===== config.mk =====
export PLATFORM = sky130hd
export DESIGN_NAME = commit_monitor
export DESIGN_NICKNAME = d
export VERILOG_FILES = /design/src/rtl/commit_monitor_pkg.sv /design/src/rtl/commit_monitor_shadow_regfile.sv /design/src/rtl/commit_monitor.sv
export SDC_FILE = /design/constraint.sdc
export NUM_CORES = 2
export LEC_CHECK = 0
export BUFFER_PORTS_ARGS = -buffer_cell sky130_fd_sc_hd__buf_4
export CORE_UTILIZATION = 47
export DETAILED_ROUTE_END_ITERATION = 6
export PLACE_DENSITY_LB_ADDON = 0.25
export SYNTH_ARGS = -nofsm -noshare
export SYNTH_HDL_FRONTEND = slang
export SYNTH_SLANG_ARGS = --single-unit

===== constraint.sdc =====
create_clock -name clk -period 53.5 [get_ports clk]
set_input_delay 16.05 -clock clk [delete_from_list [all_inputs] [get_ports clk]]
set_output_delay 16.05 -clock clk [all_outputs]
set_load 0.005 [all_outputs]

===== src/rtl/commit_monitor_pkg.sv =====
// Shared types and helpers for the writeback commit monitor.
package commit_mon_pkg;

  typedef enum logic [1:0] {
    ST_RUN     = 2'd0,
    ST_DRAIN   = 2'd1,
    ST_DONE    = 2'd2,
    ST_TIMEOUT = 2'd3
  } commit_state_e;

  // EBREAK: the program marks its own end with this instruction.
  localparam logic [31:0] HALT_INST_DEFAULT = 32'h0010_0073;

  localparam int MAX_XLEN = 64;

  // Rotate left by one within the low 'width' bits; bits above width are cleared.
  function automatic logic [MAX_XLEN-1:0] rotl1(input logic [MAX_XLEN-1:0] v,
                                                input int unsigned width);
    logic [MAX_XLEN-1:0] mask;
    mask = (width >= MAX_XLEN) ? '1 : ((MAX_XLEN'(1) << width) - MAX_XLEN'(1));
    return ((v << 1) | MAX_XLEN'(v[6'(width - 1)])) & mask;
  endfunction

endpackage


===== src/rtl/commit_monitor_shadow_regfile.sv =====
// Shadow architectural register file: multi-port write, highest port wins, x0 hardwired.
module shadow_regfile #(
  parameter int NUM_WB_PORTS = 1,
  parameter int XLEN         = 32
) (
  input  logic                         clk,
  input  logic                         reset,
  input  logic [NUM_WB_PORTS-1:0]      we,
  input  logic [NUM_WB_PORTS*5-1:0]    rd,
  input  logic [NUM_WB_PORTS*XLEN-1:0] data,
  input  logic [4:0]                   addr,
  output logic [XLEN-1:0]              rdata
);

  logic [XLEN-1:0] regs [0:31];

  // Later loop iterations override earlier ones, so the highest-index port wins.
  always_ff @(posedge clk or posedge reset) begin
    if (reset) begin
      for (int i = 0; i < 32; i++) regs[i] <= '0;
    end else begin
      for (int p = 0; p < NUM_WB_PORTS; p++) begin
        if (we[p] && (rd[p*5 +: 5] != 5'd0))
          regs[rd[p*5 +: 5]] <= data[p*XLEN +: XLEN];
      end
    end
  end

  assign rdata = (addr == 5'd0) ? '0 : regs[addr];

endmodule


===== src/rtl/commit_monitor.sv =====
// Writeback commit monitor: shadow regfile, retirement count, halt drain and timeout.
// Optional commit signature output is built when COMMIT_MON_SIG_EN is defined.
import commit_mon_pkg::*;

module commit_monitor #(
  parameter int          NUM_WB_PORTS   = 1,
  parameter int          XLEN           = 32,
  parameter logic [31:0] HALT_INST      = HALT_INST_DEFAULT,
  parameter int          DRAIN_CYCLES   = 1,
  parameter int          TIMEOUT_CYCLES = 4096
) (
  input  logic                         clk,
  input  logic                         reset,
  input  logic [NUM_WB_PORTS-1:0]      wb_we,
  input  logic [NUM_WB_PORTS*5-1:0]    wb_rd,
  input  logic [NUM_WB_PORTS*XLEN-1:0] wb_result,
  input  logic [31:0]                  ex_inst,
  input  logic [4:0]                   chk_addr,
  output logic [XLEN-1:0]              chk_data,
  output logic [31:0]                  retire_cnt,
  output logic                         done,
  output logic                         timeout,
  output logic                         collision,
`ifdef COMMIT_MON_SIG_EN
  output logic [XLEN-1:0]              signature,
`endif
  output commit_state_e                state
);

  localparam int CW = $clog2(TIMEOUT_CYCLES + 1);
  localparam int DW = (DRAIN_CYCLES > 0) ? $clog2(DRAIN_CYCLES + 1) : 1;

  logic [CW-1:0]           cycle_cnt;
  logic [DW-1:0]           drain_cnt;
  logic                    active;
  logic [NUM_WB_PORTS-1:0] acc;
  logic [31:0]             n_acc;
  logic                    coll;
  logic                    halt;
  logic                    timeout_hit;
  logic                    drain_last;

  assign active      = (state == ST_RUN) || (state == ST_DRAIN);
  assign halt        = (ex_inst == HALT_INST);
  assign timeout_hit = (32'(cycle_cnt) == 32'(TIMEOUT_CYCLES - 1));
  assign drain_last  = ((32'(drain_cnt) + 32'd1) >= 32'(DRAIN_CYCLES));

  // Accepted ports gate every side effect: regfile, counters, collision, signature.
  always_comb begin
    acc   = '0;
    n_acc = '0;
    coll  = 1'b0;
    for (int p = 0; p < NUM_WB_PORTS; p++)
      acc[p] = active && wb_we[p] && (wb_rd[p*5 +: 5] != 5'd0);
    for (int p = 0; p < NUM_WB_PORTS; p++)
      if (acc[p]) n_acc = n_acc + 32'd1;
    for (int p = 0; p < NUM_WB_PORTS; p++)
      for (int q = p + 1; q < NUM_WB_PORTS; q++)
        if (acc[p] && acc[q] && (wb_rd[p*5 +: 5] == wb_rd[q*5 +: 5]))
          coll = 1'b1;
  end

  shadow_regfile #(
    .NUM_WB_PORTS(NUM_WB_PORTS),
    .XLEN        (XLEN)
  ) u_regfile (
    .clk  (clk),
    .reset(reset),
    .we   (acc),
    .rd   (wb_rd),
    .data (wb_result),
    .addr (chk_addr),
    .rdata(chk_data)
  );

  // Timeout is checked before halt/drain completion so it wins a same-cycle tie.
  always_ff @(posedge clk or posedge reset) begin
    if (reset) begin
      state      <= ST_RUN;
      cycle_cnt  <= '0;
      drain_cnt  <= '0;
      retire_cnt <= '0;
      done       <= 1'b0;
      timeout    <= 1'b0;
      collision  <= 1'b0;
    end else begin
      case (state)
        ST_RUN: begin
          if (timeout_hit) begin
            state   <= ST_TIMEOUT;
            timeout <= 1'b1;
          end else if (halt) begin
            if (DRAIN_CYCLES == 0) begin
              state <= ST_DONE;
              done  <= 1'b1;
            end else begin
              state     <= ST_DRAIN;
              drain_cnt <= '0;
            end
          end
        end
        ST_DRAIN: begin
          if (timeout_hit) begin
            state   <= ST_TIMEOUT;
            timeout <= 1'b1;
          end else if (drain_last) begin
            state <= ST_DONE;
            done  <= 1'b1;
          end else begin
            drain_cnt <= drain_cnt + DW'(1);
          end
        end
        default: ;
      endcase

      if (active) begin
        if (cycle_cnt != CW'(TIMEOUT_CYCLES))
          cycle_cnt <= cycle_cnt + CW'(1);
        retire_cnt <= retire_cnt + n_acc;
        if (coll) collision <= 1'b1;
      end
    end
  end

`ifdef COMMIT_MON_SIG_EN
  logic [XLEN-1:0] sig_next;

  always_comb begin
    sig_next = signature;
    for (int p = 0; p < NUM_WB_PORTS; p++) begin
      if (acc[p])
        sig_next = XLEN'(rotl1(MAX_XLEN'(sig_next), XLEN))
                 ^ wb_result[p*XLEN +: XLEN]
                 ^ XLEN'(wb_rd[p*5 +: 5]);
    end
  end

  // acc is empty outside RUN/DRAIN, so the signature freezes in the terminal states.
  always_ff @(posedge clk or posedge reset) begin
    if (reset) signature <= '0;
    else       signature <= sig_next;
  end
`endif

endmodule


==> impl_metrics.toml <==
[power_and_ir_drop]
comb_power_share = 0.050
clockPowerShare = 0.475
powerDensity_nw_per_um2 = 31.89
p_leak_uw = 0.02632
swShare = 0.2289
power_frac_seq = 0.475
p_switching_uw = 397.3
p_int_uw = 1339
vdd_ir_drop_max_mv = 0.03001

[setup_path]
worstSetupPathType = "in2out"
worstPathRequired_ps = 37450
critPathArrivalTime_ps = 20000
worstSetupEndpointType = "primary output"
crit_path_start_kind = "primary input"
cp_max_fo = 68

[clock_network]
cts_sinks = 1073
cts_buffer_depth = 3
numCtsBuffers = 112
h-tree-depth = 3
clk_pin_slew_ps = 60
insertion_delay_ps = 720
cts_tree = "yes"
post_cts_buffers = 0
clockRootBuffer = "clkbuf_16"
ctsHoldBuffers = 0
cts_resized = 0

[synth]
synth_seq_area_share = 0.5525
syn_inst = 3153
synth_top_cell_by_area = "dfrtp_1"
synth_most_common_cell = "dfrtp_1"
ys.flop_type = "dfrtp_1"
yosys_warnings = 0
synthTopCellsByArea = "dfrtp_1 55%, mux2_2 23%, mux4_2 10%, buf_2 1.3%, mux2i_1 1.3%"
postSynthAreaPerCell_um2 = 15.41
synth_edf_count = 0
async_reset_ff_frac = 1.000
yosys-top-cells-count = "1073 x dfrtp_1, 979 x mux2_2, 224 x mux4_2, 157 x clkbuf_1, 129 x buf_2"
synthesis.area_um2 = 48600
synth.top_cell.area_share = 0.5525
synth_cell_type_count = 49
synth_nets = 3235
yosys_register_bits = 1073

[floorplanning]
start_util = 0.4756
fp-row-count = 117
dieArea_um2 = 104700
core_area_um2 = 102200
dieWidth_um = 323.6
io_pins = 146
die_y_um = 323.6

[cells_and_area]
diodes = 0
final_layout_size_suffix_gt1_frac = 0.5080
syn2layout_area_growth_pct = 12.03
fin_nets = 3226
post-route-util = 0.5329

[timing]
slew_headroom = 0.1859
setup_viol = 0
rsz0062_at_grt = "no"
hold_ws_ps = 373.0
finalSetupTns_ps = 0
finalMaxSlewViolations = 0
period_share = 0.6739
fin_worst_skew_ps = 39.34
worst_slew_pin_slew_ps = 1221
timing.fmax_mhz = 27.74
layout_min_cycle_time_ps = 36050
hold_viol_final = 0

[placement]
gp_congestion = 0.7567
hpwlAfterDp_mm = 72.19
port_buffers = 144

[detailed_routing]
ant_nets = 0
drt_iter0_drc = 1968
num_vias = 28230
routed_wirelength_mm = 130.5
post_drt_wl_per_cell_um = 28.31
drc_errors = 0
firstDrtPassIters = 5
viasPerCell = 6.126

[global_routing]
grt_pass1_wl_mm = 196.9
grt.total_usage = 0.2537
grt_pass1_vias = 30590
grt_max_degree = 184
antenna_found_initial = 6
overflow = 0

[min_path]
hold_path.class = "reg2reg"

[run]
cap_violations = 0

[outcome]
status = "completed"
power groups by stage:
stage                     clock network (µW)  registers, µW  logic, µW
after CTS                                839            824       89.0
after floorplan                            0            839       58.0
after global placement                     0            838       85.7
final                                    824            824       87.6
after detailed placement                   0            839       88.9
after global routing                     870            825       95.3
metrics by stage:
step	area [µm²]	worst slack [ps]	cells	total power, µW
3_3_place_gp	50480	17350	4398	923.8
6_report	54450	17450	4608	1736
2_1_floorplan	48600	7244	3153	897.3
3_5_place_dp	50480	17350	4398	927.9
4_1_cts	54440	17340	4608	1753
5_1_grt	54450	17140	4608	1790
state kept, by name, indices dropped and copies added, names as in the netlist:
register and count:
cycle_cnt 13, done 1, retire_cnt 32, state 2
timeout 1, u_regfile.regs 1024
layer usage:
layer,part of all wire,GRT usage
met1,0.44,0.3607
met3,0.056,0.04589
met5,0.00031,0
met2,0.47,0.4003
met4,0.026,0.07222
worst paths after layout:
check / start / endpoint / slack, ps / depth (start not counted)
hold reg to reg: u_regfile.regs[996]$_DFFE_PP0P_ / u_regfile.regs[996]$_DFFE_PP0P_ / 370 / 0
min in group asynchronous: reset / u_regfile.regs[287]$_DFFE_PP0P_ / 15460 / 2
setup reg to reg: state[1]$_DFFE_PP0P_ / u_regfile.regs[39]$_DFFE_PP0P_ / 50190 / 5
max in group asynchronous: reset / u_regfile.regs[914]$_DFFE_PP0P_ / 33500 / 6
setup / recovery: chk_addr[1] / chk_data[3] / 17450 / 8
hold / removal: u_regfile.regs[996]$_DFFE_PP0P_ / u_regfile.regs[996]$_DFFE_PP0P_ / 370 / 0
worst max-delay path: stages:
cell      delay, ps
buf_8           510
buf_4           810
buf_4           870
mux4_2          350
nor2b_1         130
a211oi_1         70
a311oi_1        870
buf_4           250
cell usage in the layout (no fill, tap or decap), types with 27 or more instances in the layout:
| master | count |
|---|---|
| dfrtp_1 | 1073 |
| clkbuf_16 | 113 |
| mux2i_1 | 64 |
| mux2_2 | 979 |
| buf_4 | 200 |
| a22oi_1 | 32 |
| mux4_2 | 224 |
| nor2b_1 | 33 |
| mux2_1 | 47 |
| a221oi_1 | 27 |
| o21ai_0 | 47 |
| a211oi_1 | 32 |
| a311oi_1 | 33 |
| xnor2_1 | 34 |
| clkinv_2 | 27 |
cell families (layout without fill, tap and decap cells):
group                    Yosys count  in the layout  share of synthesized area
other                              1              1                 0.00007716
AND/OR/NAND/NOR                  188            188                    0.02155
XOR/XNOR                          42             42                   0.007569
adder cells (fa/ha/maj)            5              5                   0.001287
multiplexers                    1314           1314                     0.3547
buffers and inverters            335            422                    0.03370
flip-flops                      1073           1073                     0.5525
AO/OA/AOI/OAI                    195            195                    0.02865
final cells by class:
class / count / area (µm²)
Sequential cell: 1073 / 26850
Inverter: 7 / 35.03
Multi-Input combinational cell: 1745 / 20300
Tap cell: 1368 / 1712
Fill cell: 8255 / 47730
Clock inverter: 54 / 743.2
Timing Repair Buffer: 205 / 1583
Clock buffer: 156 / 3219
Note: power is estimated with default switching activity, not from simulation.
